--- src/rtl/data_mem_port_ctrl.sv ---
// data_mem_port_ctrl: initiator side of the data-memory port, one byte request in flight at a time
//   Sequences CPU load/store requests onto a combinational-read / posedge-write memory
//   and returns each result on a valid/ready response channel.
//   Optional feature macro: DATA_MEM_CLEAR_EN (adds clr_start/clr_done and a memory clear sweep).
// Ports:
//   clk, rst                         clock, asynchronous active-high reset
//   req_valid/req_ready              request handshake; req_write, req_addr, req_wdata payload
//   rsp_valid/rsp_ready              response handshake; rsp_rdata load data or store echo
//   mem_address/mem_data_in/mem_write_en/mem_data_out   memory interface
//   clr_start/clr_done               clear request and one-cycle completion pulse (macro only)
//   busy                             high whenever not IDLE
module data_mem_port_ctrl #(
    parameter int ADDR_W = 4,
    parameter int DATA_W = 8
) (
    input  logic              clk,
    input  logic              rst,
    input  logic              req_valid,
    output logic              req_ready,
    input  logic              req_write,
    input  logic [ADDR_W-1:0] req_addr,
    input  logic [DATA_W-1:0] req_wdata,
    output logic              rsp_valid,
    input  logic              rsp_ready,
    output logic [DATA_W-1:0] rsp_rdata,
    output logic [ADDR_W-1:0] mem_address,
    output logic [DATA_W-1:0] mem_data_in,
    output logic              mem_write_en,
    input  logic [DATA_W-1:0] mem_data_out,
`ifdef DATA_MEM_CLEAR_EN
    input  logic              clr_start,
    output logic              clr_done,
`endif
    output logic              busy
);
`ifdef DATA_MEM_CLEAR_EN
    typedef enum logic [1:0] {IDLE, ACCESS, RESP, CLEAR} state_t;
`else
    typedef enum logic [1:0] {IDLE, ACCESS, RESP} state_t;
`endif
    localparam logic [ADDR_W-1:0] ADDR_ONE = 1;
    state_t state_q, state_d;
    logic [ADDR_W-1:0] mem_address_q, mem_address_d;
    logic [DATA_W-1:0] mem_data_in_q, mem_data_in_d;
    logic [DATA_W-1:0] rsp_rdata_q, rsp_rdata_d;
    logic write_q, write_d;
`ifdef DATA_MEM_CLEAR_EN
    logic clr_done_q, clr_done_d;
`endif
    // The memory-side registers double as the request latch, so they naturally hold in IDLE/RESP.
    always_comb begin
        state_d       = state_q;
        mem_address_d = mem_address_q;
        mem_data_in_d = mem_data_in_q;
        rsp_rdata_d   = rsp_rdata_q;
        write_d       = write_q;
`ifdef DATA_MEM_CLEAR_EN
        clr_done_d    = 1'b0;
`endif
        case (state_q)
            IDLE: begin
`ifdef DATA_MEM_CLEAR_EN
                if (clr_start) begin
                    state_d       = CLEAR;
                    mem_address_d = '0;
                    mem_data_in_d = '0;
                end else
`endif
                if (req_valid) begin
                    state_d       = ACCESS;
                    mem_address_d = req_addr;
                    mem_data_in_d = req_wdata;
                    write_d       = req_write;
                end
            end
            ACCESS: begin
                rsp_rdata_d = write_q ? mem_data_in_q : mem_data_out;
                state_d     = RESP;
            end
            RESP: state_d = rsp_ready ? IDLE : RESP;
`ifdef DATA_MEM_CLEAR_EN
            CLEAR: begin
                // Sweep one location per cycle; stop on the last address and hold it.
                mem_address_d = &mem_address_q ? mem_address_q : mem_address_q + ADDR_ONE;
                state_d       = &mem_address_q ? IDLE : CLEAR;
                clr_done_d    = &mem_address_q;
            end
`endif
            default: state_d = IDLE;
        endcase
    end
    always_ff @(posedge clk or posedge rst) begin
        if (rst) begin
            state_q       <= IDLE;
            mem_address_q <= '0;
            mem_data_in_q <= '0;
            rsp_rdata_q   <= '0;
            write_q       <= 1'b0;
`ifdef DATA_MEM_CLEAR_EN
            clr_done_q    <= 1'b0;
`endif
        end else begin
            state_q       <= state_d;
            mem_address_q <= mem_address_d;
            mem_data_in_q <= mem_data_in_d;
            rsp_rdata_q   <= rsp_rdata_d;
            write_q       <= write_d;
`ifdef DATA_MEM_CLEAR_EN
            clr_done_q    <= clr_done_d;
`endif
        end
    end
    assign rsp_valid   = state_q == RESP;
    assign rsp_rdata   = rsp_rdata_q;
    assign mem_address = mem_address_q;
    assign mem_data_in = mem_data_in_q;
    assign busy        = state_q != IDLE;
`ifdef DATA_MEM_CLEAR_EN
    assign clr_done     = clr_done_q;
    assign req_ready    = (state_q == IDLE) & ~rst & ~clr_start;
    assign mem_write_en = (state_q == ACCESS && write_q) || state_q == CLEAR;
`else
    assign req_ready    = (state_q == IDLE) & ~rst;
    assign mem_write_en = state_q == ACCESS && write_q;
`endif
endmodule

--- config.mk ---
export PLATFORM = sky130hd
export DESIGN_NAME = data_mem_port_ctrl
export DESIGN_NICKNAME = d
export VERILOG_FILES = /design/src/rtl/data_mem_port_ctrl.sv
export SDC_FILE = /design/constraint.sdc
export NUM_CORES = 1
export LEC_CHECK = 0
export ABC_AREA = 1
export CORE_UTILIZATION = 40
export CTS_CLUSTER_SIZE = 25
export DETAILED_ROUTE_END_ITERATION = 10
export PLACE_DENSITY = 0.76
export SLEW_MARGIN = 10
export SYNTH_ARGS = -nofsm -noshare
export SYNTH_HDL_FRONTEND = slang
export SYNTH_SLANG_ARGS = --single-unit
--- constraint.sdc ---
create_clock -name clk -period 1.6 [get_ports clk]
set_input_delay 0.4 -clock clk [delete_from_list [all_inputs] [get_ports clk]]
set_output_delay 0.4 -clock clk [all_outputs]
set_load 0.05 [all_outputs]
# Word level (Yosys, flattened, before mapping)
# Index checks and enable logic that the tools add are counted.
# word_totals
register_bits	23
out_inout_bits	24
wordCells	18
# op_classes
eq_ne	3
mux	4
bitwise_logic	2
reduce_logical	4
# ops
cell	count
$mux 8	1
$pmux 2 s3	1
$mux 2	2
$eq 2x1->1 const B	1
$eq 2x2->1 const B	1
$logic_not 2->1	1
$ne 2x2->1 const B	1
$reduce_and 2->1	1
$reduce_bool 2->1	1
$and 1x1->1	1
$logic_and 1x1->1	1
$not 1->1	1

# Logic depth before layout (Yosys ltp)
# logic_depth
ltp_word	2
depth_mapped	6
mapped_depth_nobuf	5

# Worst setup path before layout
# Ideal clock, no wire load.
# synth_timing
kind	reg2out
from	register state_q[1]
to	output port req_ready
arrival_time_ns	1.542
setup_slack_ns	-0.342
path_stages_with_launch	4
n_path_buf	0
path_cell_list	dfrtp_1 nor2_4 inv_1 nor2_1
# synth_via
elab_chain_cells	2
# synth_rtl
item	line	source
from (decl)	42	state_t state_q, state_d;
from (signal assigned)	103	state_q <= state_d;
$logic_not 2->1	123	assign req_ready = (state_q == IDLE) & ~rst;
$and 1x1->1	123	
to (decl)	19	output logic req_ready,
# No other way between the ends.

# Final worst setup path
# layout_timing
from	register state_q[0]
to	output port req_ready
# Same word-level chain as after synthesis.

==> impl_metrics.tcl <==
set metrics [dict create \
    dieArea_mm2 0.00278 \
    hold_viol 0 \
    max_freq_ghz 0.626 \
    gp_congestion 0.742 \
    p_total_mw 4.35 \
    clock_power_share_pct 6.1 \
    drt_iter0_markers 16 \
    crit_fanout 3 \
    fp.dieW_um 52.7 \
    worstMarginPinSlew_ns 0.276 \
    yosys_warnings 0 \
    hold_ws_ns 0.495 \
    cts-buffers-inserted 3 \
    wire_per_inst_um 11.0 \
    power_frac_seq_pct 27.0 \
    setup_viol 0 \
    final_layout_size_suffix_gt1_share_pct 21.3 \
    drt-total-wl_mm 2.35 \
    internal_power_mw 2.26 \
    row_count 18 \
    leakagePower_nw 0.945 \
    fp.coreArea_mm2 0.00245 \
    max_cap_violations 0 \
    first_pass_iters 4 \
    rsz0062_at_grt "true" \
    synth_cell_types 12 \
    crit_arrival_ns 1.20 \
    crit_type "flip-flop to output port" \
    critPathLaunchType "flip-flop" \
    ant_nets 0 \
    cts.sinks 23 \
    htreeDepth 1 \
    cp.required_ns 1.20 \
    finalNetCount 209 \
    period_share_pct 99.8 \
    route.detailed.drc 0 \
    cts_tree "done" \
    vdd_drop_max_mv 1.81 \
    vias 1006 \
    min_path_type "input port to asynchronous set/reset pin" \
    outcome "finished, final reports clean" \
    slew_violations 0 \
    min_period_ns 1.60 \
    clk_latency_ns 0.31 \
    synth-seq-cells 23 \
    antenna_found_initial 0 \
    skew_ns 0.00561 \
    grt_pass1_vias 877 \
    dp_hpwl_mm 1.91 \
    p_sw_mw 2.09 \
    grt_pass1_wl_mm 3.88 \
    layout_commonest_cell "nand2_1" \
    postCtsHoldBufs 0 \
    synth_seq_area_share_pct 55.9 \
    clockBufferDepth 2 \
    grt_max_degree 24 \
    avgSynthCellArea_um2 7.92 \
    power_density_mw_per_mm2 2390 \
    grt.total_usage_pct 19.4 \
    switching_share_pct 48.0 \
    end_kind "output port" \
    postCtsSetupBuffers 0 \
    syn_to_final_growth_pct 76.5 \
    final_cell_mix "nand2_1 (76), clkdlybuf4s50_1 (24), dfrtp_1 (23), buf_12 (23), nand3_1 (13)" \
    antenna_cells 0 \
    syn_nets 155 \
    cts_root_buf "clkbuf_4" \
    portBuffers 48 \
    final_util_pct 74.1 \
    netlist_area_mm2 0.00103 \
    routed_via_density 4.72 \
    postSynthCellCount 130 \
    start_util_pct 41.9 \
    slew-limit-headroom_pct 81.6 \
    clkSlewWorstSetupHoldPaths_ns 0.12 \
    fp.dieH_um 52.7 \
    io_pins 49 \
    gr-total-overflow 0 \
    combPwrFrac_pct 66.9 \
]
-- logic make-up (layout without fill, tap and decap cells) --
group / after synthesis / after routing / share of synthesized area (%)
buffers and inverters: 13 / 66 / 6.68
flip-flops: 23 / 23 / 55.9
AO/OA/AOI/OAI: 1 / 1 / 0.486
AND/OR/NAND/NOR: 93 / 93 / 36.9
-- cells in the mapped netlist (all sizes together) --
master,count,area (um2)
o21ai,1,5.00
dfrtp,23,576
nor2,3,18.8
nand2,77,297
buf,5,38.8
inv,8,30.0
nand3,13,65.1
-- path summary, 6_finish.rpt --
path | cells past startpoint | to | from | slack, ns
worst min-delay path | 3 | mem_address[0] | rst | 0.49
worst max register to register | 5 | mem_address[1] | state_q[0] | 0.42
max in group asynchronous | 3 | mem_data_in[6] | rst | 0.88
worst max-delay path | 4 | req_ready | state_q[0] | 0.004
min in group clk | 2 | mem_address[3] | mem_address[3] | 0.56
worst min register to register | 2 | mem_address[3] | mem_address[3] | 0.56
-- critical path, cell delays in order (launching register included) --
cell and delay (ns):
dfrtp_1 0.44, nor2_4 0.15, inv_2 0.06, nor2_4 0.10
buf_12 0.14
-- per-stage QoR --
step | cells | area [um2] | TNS (ns) | setup WS, ns
6_report | 213 | 1820 | 0 | 0.00360
3_3_place_gp | 209 | 1790 | 0 | 0.0593
4_1_cts | 213 | 1820 | -0.00247 | -0.00247
3_5_place_dp | 209 | 1790 | 0 | 0.0561
5_1_grt | 213 | 1820 | -0.164 | -0.0751
2_1_floorplan | 130 | 1040 | 0 | 0.0194
-- power by group through the flow --
| stage | combinational, mW | sequential [mW] | clock (mW) |
|---|---|---|---|
| finish | 2.91 | 1.17 | 0.265 |
| CTS | 2.94 | 1.18 | 0.276 |
| global placement | 2.89 | 1.18 | 0 |
| detailed placement | 2.93 | 1.18 | 0 |
| global route | 3.10 | 1.21 | 0.298 |
| floorplan | 0.784 | 1.86 | 0 |
-- registers in the layout (all words and copies together), names as in the netlist --
name and flops:
write_q 1, rsp_rdata 8, mem_address 4, state_q 2
mem_data_in 8
-- layer usage --
layer  GRT usage (%)  part of all wire, %  vias to the layer above
met5               0                    0                        -
met4            7.89                  1.3                        0
met3            4.35                  7.1                        2
met2            33.3                   50                       39
met1            23.2                   41                      466
li1                -                    -                      499
-- layout make-up --
type	count	area [um2]
clock buffers	4	26.3
fillers	183	637
inverters	8	30.0
multi-input cells	94	395
flip-flops and latches	23	576
well taps	30	37.5
repair buffers	54	753
-- what timing repair did --
item / CTS / global route
resized for setup: 1 / 0
pin swaps: 1 / 0
setup endpoints to repair: 2 / 3
Power figures use the tool's default switching activity.
